`src/rtl/riscv_exu_issue.sv`:
```
// riscv_exu_issue: in-order issue to ALU/MDU with rd hazard stall and shared writeback port arbitration
module riscv_exu_issue #(
  parameter int SEQ_W = 64
) (
  input  logic             clock,
  input  logic             reset,
  input  logic             in_vld,
  output logic             in_rdy,
  input  logic             in_mdu,
  input  logic [4:0]       in_rd,
  input  logic [4:0]       in_rs1,
  input  logic [4:0]       in_rs2,
  output logic             alu_vld,
  output logic             mdu_start,
  input  logic             mdu_done,
  input  logic [31:0]      mdu_wr_data,
  input  logic             alu_wr_en,
  input  logic [4:0]       alu_wr,
  input  logic [31:0]      alu_wr_data,
  output logic             reg_wr_en,
  output logic [4:0]       reg_wr,
  output logic [31:0]      reg_wr_data,
  output logic [SEQ_W-1:0] issue_seq,
  output logic             busy
);
  typedef enum logic [1:0] {IDLE, MDU_BUSY, MDU_HOLD} state_t;
  state_t state;
  logic [4:0] busy_rd;
  logic [31:0] hold;
  logic [SEQ_W-1:0] seq;
  logic hazard, mdu_wb, hold_wb;
  always_comb begin
    hazard = busy_rd != 5'd0 && (in_rs1 == busy_rd || in_rs2 == busy_rd || in_rd == busy_rd);
    in_rdy = reset ? 1'b0 : state == IDLE ? 1'b1 : state == MDU_BUSY ? (!in_mdu && !hazard && !mdu_done) : 1'b0;
    alu_vld = in_vld && in_rdy && !in_mdu;
    mdu_start = in_vld && in_rdy && in_mdu;
    mdu_wb = state == MDU_BUSY && mdu_done;
    hold_wb = state == MDU_HOLD;
    // ALU always owns the port when it writes; MDU results wait in hold
    reg_wr_en = !reset && (alu_wr_en || mdu_wb || hold_wb);
    reg_wr = alu_wr_en ? alu_wr : busy_rd;
    reg_wr_data = alu_wr_en ? alu_wr_data : hold_wb ? hold : mdu_wr_data;
    issue_seq = seq;
    busy = state != IDLE;
  end
  always_ff @(posedge clock) begin
    if (reset) begin
      state <= IDLE;
      busy_rd <= 5'd0;
      hold <= 32'd0;
      seq <= '0;
    end else begin
      if (in_vld && in_rdy) seq <= seq + SEQ_W'(1);
      if (mdu_start) begin
        busy_rd <= in_rd;
        state <= MDU_BUSY;
      end else if (mdu_wb) begin
        hold <= mdu_wr_data;
        state <= alu_wr_en ? MDU_HOLD : IDLE;
      end else if (hold_wb && !alu_wr_en) begin
        state <= IDLE;
      end
    end
  end
endmodule

```
`config.mk`:
```
export PLATFORM = sky130hd
export DESIGN_NAME = riscv_exu_issue
export DESIGN_NICKNAME = d
export VERILOG_FILES = /design/src/rtl/riscv_exu_issue.sv
export SDC_FILE = /design/constraint.sdc
export NUM_CORES = 1
export LEC_CHECK = 0
export CAP_MARGIN = 25
export CORE_ASPECT_RATIO = 0.7
export CORE_MARGIN = 2
export CORE_UTILIZATION = 30
export DETAILED_ROUTE_END_ITERATION = 6
export GPL_TIMING_DRIVEN = 0
export SETUP_SLACK_MARGIN = 0.3
export SKIP_LAST_GASP = 1
export SLEW_MARGIN = 20
export SYNTH_ARGS = -nofsm -noshare
export SYNTH_HDL_FRONTEND = slang
export SYNTH_SLANG_ARGS = --single-unit
export TNS_END_PERCENT = 5
```
`constraint.sdc`:
```
create_clock -name clock -period 3.48 [get_ports clock]
set_clock_uncertainty 0.15 [all_clocks]
set_input_delay 0.696 -clock clock [delete_from_list [all_inputs] [get_ports clock]]
set_output_delay 0.696 -clock clock [all_outputs]
set_load 0.01 [all_outputs]
```
* After elaboration in Yosys (flattened, before gate mapping)
Cells that the tools add are included.
Storage, ports and cells: output and inout bits 106, register bits after elaboration 103, word-level logic and storage cells 47, bits of input ports 90
Operators by class: add/subtract/negate cells 1, reductions and logical operators 25, equality and inequality tests 5, bitwise gates (word level) 1, mux-type cells 10
Operator list (count):
- $add 64x1->64 const B | 1
- $mux 32 | 2
- $eq 5x5->1 | 3
- $logic_and 1x1->1 | 9
- $mux 2 | 3
- $logic_not 1->1 | 5
- $mux 5 | 1
- $reduce_bool 5->1 | 1
- $logic_or 1x1->1 | 4
- $mux 1 | 4
- $reduce_bool 2->1 | 2
- $reduce_bool 3->1 | 1
- $eq 2x1->1 const B | 1
- $eq 2x2->1 const B | 1
- $logic_not 2->1 | 1
- $reduce_and 2->1 | 1
- $reduce_or 2->1 | 1
- $not 1->1 | 1

* Logic depth before layout (Yosys ltp)
Gate-level depths: netlist of run 1.
depth in word-level cells 14, mapped depth 10

* Worst setup path before layout of run 1
No wires, ideal clock.
path type input to register, from input port in_rs1[4], to register seq[3], in the netlist issue_seq[3], data required time 3.202 ns, arrival time 2.405 ns, slack 0.797 ns, cell stages on the path 9, cell sequence xnor2_1 -> nand3_1 -> nor3_1 -> nand4b_1 -> clkbuf_1 -> clkbuf_1 -> a21oi_1 -> xnor2_1 -> nor2_1
On the way: cells in the longest elaborated chain, start to end 11
Ends and longest elaborated chain:
- start, declared | RTL line 11 | input logic [4:0] in_rs1,
- $eq 5x5->1 | RTL line 33 | hazard = busy_rd != 5'd0 && (in_rs1 == busy_rd || in_rs2 == busy_rd || in_rd == busy_rd);
- $logic_or 1x1->1 (2 in series) | RTL line 33
- $logic_and 1x1->1 | RTL line 33
- $logic_not 1->1 | RTL line 34 | in_rdy = reset ? 1'b0 : state == IDLE ? 1'b1 : state == MDU_BUSY ? (!in_mdu && !hazard && !mdu_done) : 1'b0;
- $logic_and 1x1->1 (2 in series) | RTL line 34
- $mux 1 (3 in series) | RTL line 34
- $logic_and 1x1->1 | RTL line 53 | if (in_vld && in_rdy) seq <= seq + SEQ_W'(1);
- end signal, assigned | RTL line 53
- end, declared | RTL line 30 | logic [SEQ_W-1:0] seq;
Every way passes these cells. A chain may end at the register's enable or synchronous reset.

* Worst setup path in the final report of run 1
from input port alu_wr_en, to output port reg_wr[0]
On the way: cells in the longest elaborated chain, start to end 1
Ends and longest elaborated chain:
- start, declared | RTL line 17 | input logic alu_wr_en,
- $mux 5 | RTL line 41 | reg_wr = alu_wr_en ? alu_wr : busy_rd;
- end, declared | RTL line 21 | output logic [4:0] reg_wr,
Every way passes these cells.

==> run_results.csv, run 1 <==
group,metric,value,unit
run_status,outcome,"finished clean",
logic_synthesis,synth_flop_cell,"dfxtp_1",
placed_design,io_buffers,194,
routing,finalWirelength,18360,microns
power,power.internal,1.915,mW
logic_synthesis,synth.avg_cell_area,7.930,sq um
logic_synthesis,synthesis.area,5638,sq um
worst_setup_path,cp_max_fo,10,
logic_synthesis,yosys-mux-area-fraction,7.235,%
cts,clock_path_buffers,2,
layout,num_antenna_cells,0,
logic_synthesis,ys_seq_elements,103,
worst_setup_path,crit_type,"primary input to output pin",
power,power,2.623,mW
worst_setup_path,cp-end-kind,"output pin",
logic_synthesis,synth_nets,802,
global_route,grt_pass1_vias,5397,
sta,rsz0062_at_grt,"yes",
die,die_area,19920,sq um
cts,hold_buffers,0,
routing,wl_per_cell,15.78,microns
cts,clk_latency,350,ps
routing,drt_iter0_drc,447,
logic_synthesis,synth_simple_gate_area_share,23.28,%
global_route,grt_pass1_wl,29410,microns
power,p_sw_share,26.98,%
routing,via_count,5711,
run,cap_violations,0,
die,core_area,18210,sq um
die,boundaryPins,196,
logic_synthesis,synthCells,711,
cts,cts_max_level,3,
sta,max_freq,314.4,MHz
logic_synthesis,ys_warn_count,0,
placed_design,dp_hpwl,13920,microns
placed_design,place.gp.congestion,0.8007,
power,power_frac_clock,38.5,%
routing,ant_nets,0,
global_route,grtUsageTotal,18.27,%
worst_setup_path,crit_arrival,2330,ps
routing,firstDrtPassIters,5,
worst_setup_path,critPathMaxStageDelay,480,ps
sta,setup_viol,0,
worst_setup_path,cp_cell_sequence,"clkbuf_1, clkbuf_2, mux2_2, clkdlybuf4s50_1",
die,start_util,30.96,%
logic_synthesis,synthDistinctLibCells,52,
sta,hold_viol_final,0,
die,rows,41,
worst_setup_path,start_kind,"primary input",
cts,cts_tree,"done",
layout,nNetsFinal,1013,
power,p_per_area,316.5,nW/um^2
global_route,gr-total-overflow,0,
logic_synthesis,synth-compound-area-share,17.89,%
power,leakage,2.901,nW
layout,drive_gt1_share,8.306,%
worst_setup_path,crit_slowest_cell,"clkdlybuf4s50_1",
global_route,grt_max_degree,20,
sta,slew_violations,0,
power,irDropWorstVdd,218.2,uV
power,p_switching,0.7077,mW
sta,tightest_slew,685.3,ps
sta,layout_min_cycle_time,3180,ps
logic_synthesis,synth-edff-count,0,
cts,cts_num_sinks,103,
cts,cts.clk_slew.worst_paths,70,ps
layout,syn_to_final_growth,47.00,%
sta,relSlewSlack,53.89,%
hold_path,hp-class,"flip-flop to flip-flop",
sta,finalSetupTns,0,ps
logic_synthesis,synth_seq_area_share,36.57,%
logic_synthesis,synth-xor-area-share,10.25,%
global_route,antenna_found_initial,0,
placed_design,placed_cells,1141,
logic_synthesis,synth_top_family_by_area,"simple AND/OR/NAND/NOR gates",
logic_synthesis,synth_async_sr_flop_share,0,%
die,die_x,167.9,microns
logic_synthesis,synthAdderAreaFrac,0.2219,%
die,fp.dieH,118.7,microns
power,seqPwrFrac,45.9,%
layout,stdcell_count,1163,
worst_setup_path,crit_buf_inv,3,
worst_setup_path,critPathTopFamily,"buffers and inverters",
routing,route.detailed.drc,0,
cts,cts_root_buffer,"clkbuf_16",
cts,cts-buffers-inserted,9,
power,share_comb_of_total_power,15.6,%
routing,drt-vias-per-instance,4.911,
sta,period_share,91.39,%
worst_setup_path,cp.required,2630,ps
[state kept, by name, indices dropped and copies added, names as in the netlist]
| name | count |
|---|---|
| busy_rd | 5 |
| hold | 32 |
| issue_seq | 64 |
| state | 2 |
[kinds of logic (layout without fill, tap and decap cells)]
family,count (synthesis),after routing
muxes,40,40
DFF,103,103
buffers and inverters,63,279
adders and majority gates,1,1
and+or+nand+nor,293,293
xor gates and xnor gates,66,66
AOI/OAI and AO/OA,145,145
[timing repair]
item | 4_1_cts | 5_1_grt
pin swaps | 3 | 1
setup buffers | 2 | 4
endpoints found under the setup margin | 85 | 77
resized for setup | 27 | 19
cloned | 0 | 0
[cell type report]
cell class	instances	area (sq um)
Multi-Input combinational cell	545	3353
Clock inverter	7	61.31
Inverter	13	53.80
Fill cell	1794	9923
Clock buffer	9	225.2
Buffer	50	254.0
Tap cell	236	295.3
Sequential cell	103	2062
Timing Repair Buffer	200	1983
[metal layers]
layer / vias up / part of all wire [%] / global-route usage (%)
met5: - / 0 / 0
met4: 0 / 0.73 / 2.772
met3: 14 / 7.3 / 5.023
met2: 189 / 39 / 25.88
met1: 2624 / 53 / 27.69
li1: 2884 / - / -
[tightest hold or removal path, delay by kind of cell, from the launching register on]
family / cells / cell delay (ps)
flip-flops: 1 / 310
AND/OR/NAND/NOR: 1 / 50
AO/OA/AOI/OAI: 1 / 50
[power groups by stage]
| stage | sequential (mW) | clock, mW | combinational [mW] |
|---|---|---|---|
| 2_1_floorplan | 1.23 | 0 | 0.160 |
| 3_3_place_gp | 1.23 | 0 | 0.397 |
| 3_5_place_dp | 1.23 | 0 | 0.397 |
| 4_1_cts | 1.20 | 1.04 | 0.405 |
| 5_1_grt | 1.21 | 1.08 | 0.444 |
| 6_report | 1.20 | 1.01 | 0.408 |
[placed cells by master (no fill, tap or decap), drive strengths merged, types with 17 or more instances in the layout]
cell type      synthesis  final
clkdlybuf4s50          0    191
a21oi                 57     57
o21ai                 38     38
xnor2                 58     58
nand3                 24     24
clkbuf                40     49
nor2                  62     62
mux2i                 34     34
dfxtp                103    103
nand2                145    145
a2111oi               25     25
buf                   10     17
inv                   13     18
[cells in the mapped netlist, drive strengths merged, types with 2 or more instances]
cell type,n,share of area [%]
o31ai,2,0.27
xnor2,58,9.0
mux2i,34,6.0
nand3,24,2.1
nor2,62,4.1
buf,10,1.0
clkbuf,40,2.7
dfxtp,103,37
nor3,6,0.53
and4,6,0.93
a211oi,14,2.1
a31o,2,0.31
inv,13,0.87
or4,5,0.73
a21oi,57,5.1
or2,3,0.33
nor4,3,0.33
mux2,6,1.2
a2111oi,25,5.7
xor2,8,1.2
and2,7,0.78
o21ai,38,3.4
and3,8,0.89
nand2,145,9.7
nand3b,2,0.27
or3,5,0.55
nand4,13,1.4
[path summary, 6_finish.rpt]
path | from | end | slack (ps) | cells after the start
worst max-delay path | alu_wr_en | reg_wr[0] | 300 | 4
worst min-delay path | hold[25] | hold[25] | 300 | 2
worst max register to register | issue_seq[5] | issue_seq[40] | 540 | 7
worst min register to register | hold[25] | hold[25] | 300 | 2
[metrics by stage]
stage / hold WS, ps / cell area (sq um) / setup WS (ps) / utilization [%]
3_3_place_gp: 291.3 / 7875 / -592.4 / 43.24
2_1_floorplan: 285.7 / 5638 / 797.2 / -
6_report: 304.0 / 8288 / 299.7 / 45.51
4_1_cts: 306.7 / 8235 / 155.3 / 45.22
5_1_grt: 325.1 / 8288 / 138.8 / 45.51
3_5_place_dp: 296.0 / 7875 / -589.4 / 43.24
No activity file was read; power rests on OpenSTA's default activity.
==> inputs of run 2 (changes only) <==
Clock period 3.48 ns to 2.6 ns, I/O delays scaled along.
==> run_results.csv, run 2 (same netlist as run 1, synthesis figures left out) <==
group,metric,value,unit
worst_setup_path,worstRegToRegCells,8,
global_route,grtUsageTotal,18.92,%
run_status,outcome,"finished clean",
die,start_util,30.96,%
die,core_area,18210,sq um
global_route,grt_max_degree,18,
worst_setup_path,reg2reg_slack,10,ps
layout,nNetsFinal,1031,
worst_setup_path,cp_max_fo,10,
die,fp.dieH,118.7,microns
routing,ant_nets,0,
power,power_frac_clock,40.1,%
hold_path,min_path_cells,2,
layout,final_common_cell,"clkdlybuf4s50_1",
cts,cts.clk_slew.worst_paths,70,ps
sta,layout_min_cycle_time,2589,ps
layout,fin_util,49.43,%
routing,drt-vias-per-instance,5.034,
routing,wl_per_cell,16.58,microns
placed_design,io_buffers,194,
routing,firstDrtPassIters,5,
power,p_switching,0.9530,mW
die,die_x,167.9,microns
sta,period_share,99.59,%
worst_setup_path,crit_arrival,1920,ps
cts,hold_buffers,0,
cts,cts_tree,"done",
die,die_area,19920,sq um
routing,via_count,5945,
placed_design,place.gp.congestion,0.7908,
die,rows,41,
layout,largest_reg_flops,64,
placed_design,dp_hpwl,14040,microns
cts,clock_path_buffers,2,
worst_setup_path,crit_type,"primary input to output pin",
sta,hold_viol_final,0,
sta,relSlewSlack,61.15,%
hold_path,hold_start,"hold[11]",
global_route,antenna_found_initial,0,
cts,clk_latency,360,ps
routing,finalWirelength,19580,microns
power,p_sw_share,26.41,%
routing,route.detailed.drc,0,
power,seqPwrFrac,44.4,%
sta,rsz0062_at_grt,"yes",
power,p_per_area,400.8,nW/um^2
power,leakage,3.262,nW
cts,cts_root_buffer,"clkbuf_16",
die,boundaryPins,196,
sta,setup_viol,0,
sta,max_freq,386.2,MHz
layout,num_antenna_cells,0,
cts,cts_num_sinks,103,
power,share_comb_of_total_power,15.5,%
global_route,grt_pass1_vias,5563,
layout,syn_to_final_growth,59.68,%
run,cap_violations,0,
power,power.internal,2.655,mW
worst_setup_path,cp.required,1930,ps
placed_design,placed_cells,1141,
layout,final_cell_mix,"clkdlybuf4s50_1, nand2_1, dfxtp_1",
sta,tightest_slew,581.0,ps
cts,cts_max_level,3,
worst_setup_path,start_kind,"primary input",
worst_setup_path,regToRegEndpoint,"issue_seq[60]",
layout,drive_gt1_share,17.88,%
sta,slew_violations,0,
global_route,grt_pass1_wl,29970,microns
worst_setup_path,rr_startpoint,"issue_seq[31]",
hold_path,hp-class,"flip-flop to flip-flop",
layout,stdcell_count,1181,
routing,drt_iter0_drc,360,
cts,cts-buffers-inserted,9,
worst_setup_path,cp-end-kind,"output pin",
hold_path,holdPathEnd,"hold[11]",
power,irDropWorstVdd,275.4,uV
global_route,gr-total-overflow,0,
[run 2: cell count changes in the layout (fill, tap and decap cells not counted), sizes merged]
cell           delta
clkdlybuf4s50    -40
dlygate4sd2      +31
buf              +26
dlymetal6s2s      +5
clkbuf            -4
inv               -2
bufinv            +1
clkdlybuf4s15     +1
[run 2: power groups by stage]
stage | registers, mW | logic (mW) | clock network, mW
floorplan | 1.65 | 0.215 | 0
global route | 1.61 | 0.608 | 1.53
detailed placement | 1.65 | 0.535 | 0
global placement | 1.65 | 0.533 | 0
CTS | 1.61 | 0.546 | 1.48
finish | 1.60 | 0.560 | 1.45
[run 2: critical path, cell delays in order]
cell,delay (ps)
clkbuf_2,240
clkbuf_4,310
mux2_2,350
clkdlybuf4s50_1,490
[run 2: cell type report]
type / instances / area (sq um)
repair buffers: 218 / 2118
flip-flops and latches: 103 / 2108
fillers: 1789 / 9209
inverters: 13 / 53.80
well taps: 236 / 295.3
multi-input cells: 545 / 3721
plain buffers: 50 / 400.4
clock inverters: 6 / 66.31
clock buffers: 10 / 239.0
[run 2: repair_timing]
item                       CTS  global route
setup endpoints to repair  105           105
cloned                       0             1
pin swaps                   11            23
buffers inserted            15             8
gates resized for setup    148            84
[run 2: metrics by stage]
stage / cell area, sq um / TNS, ps / total power [mW] / setup WS (ps) / hold slack [ps]
floorplan: 5672 / 0 / 1.861 / 169.8 / 285.7
global placement: 7909 / -68780 / 2.179 / -1097 / 292.1
detailed placement: 7909 / -68310 / 2.182 / -1093 / 295.6
CTS: 8603 / -149.7 / 3.636 / -26.46 / 306.2
global route: 9002 / -1129 / 3.744 / -85.91 / 304.6
finish: 9002 / 0 / 3.608 / 10.61 / 302.9
[run 2: worst max path at each step]
| stage | start | endpoint | slack (ps) | depth (start not counted) |
|---|---|---|---|---|
| 2_1_floorplan | issue_seq[23] | issue_seq[60] | 170 | 8 |
| 3_3_place_gp | reset | alu_vld | -1100 | 7 |
| 3_5_place_dp | reset | alu_vld | -1090 | 7 |
| 4_1_cts | busy_rd[1] | alu_vld | -30 | 7 |
| 5_1_grt | issue_seq[27] | issue_seq[60] | -90 | 8 |
| 6_report | alu_wr_en | reg_wr[0] | 10 | 4 |
[run 2: metal layers]
| layer | share of wire, % | global-route usage [%] | up-vias |
|---|---|---|---|
| met5 | 0 | 0 | - |
| met4 | 1.0 | 3.804 | 0 |
| met3 | 6.0 | 4.889 | 17 |
| met2 | 41 | 26.70 | 192 |
| met1 | 52 | 28.59 | 2808 |
| li1 | - | - | 2928 |
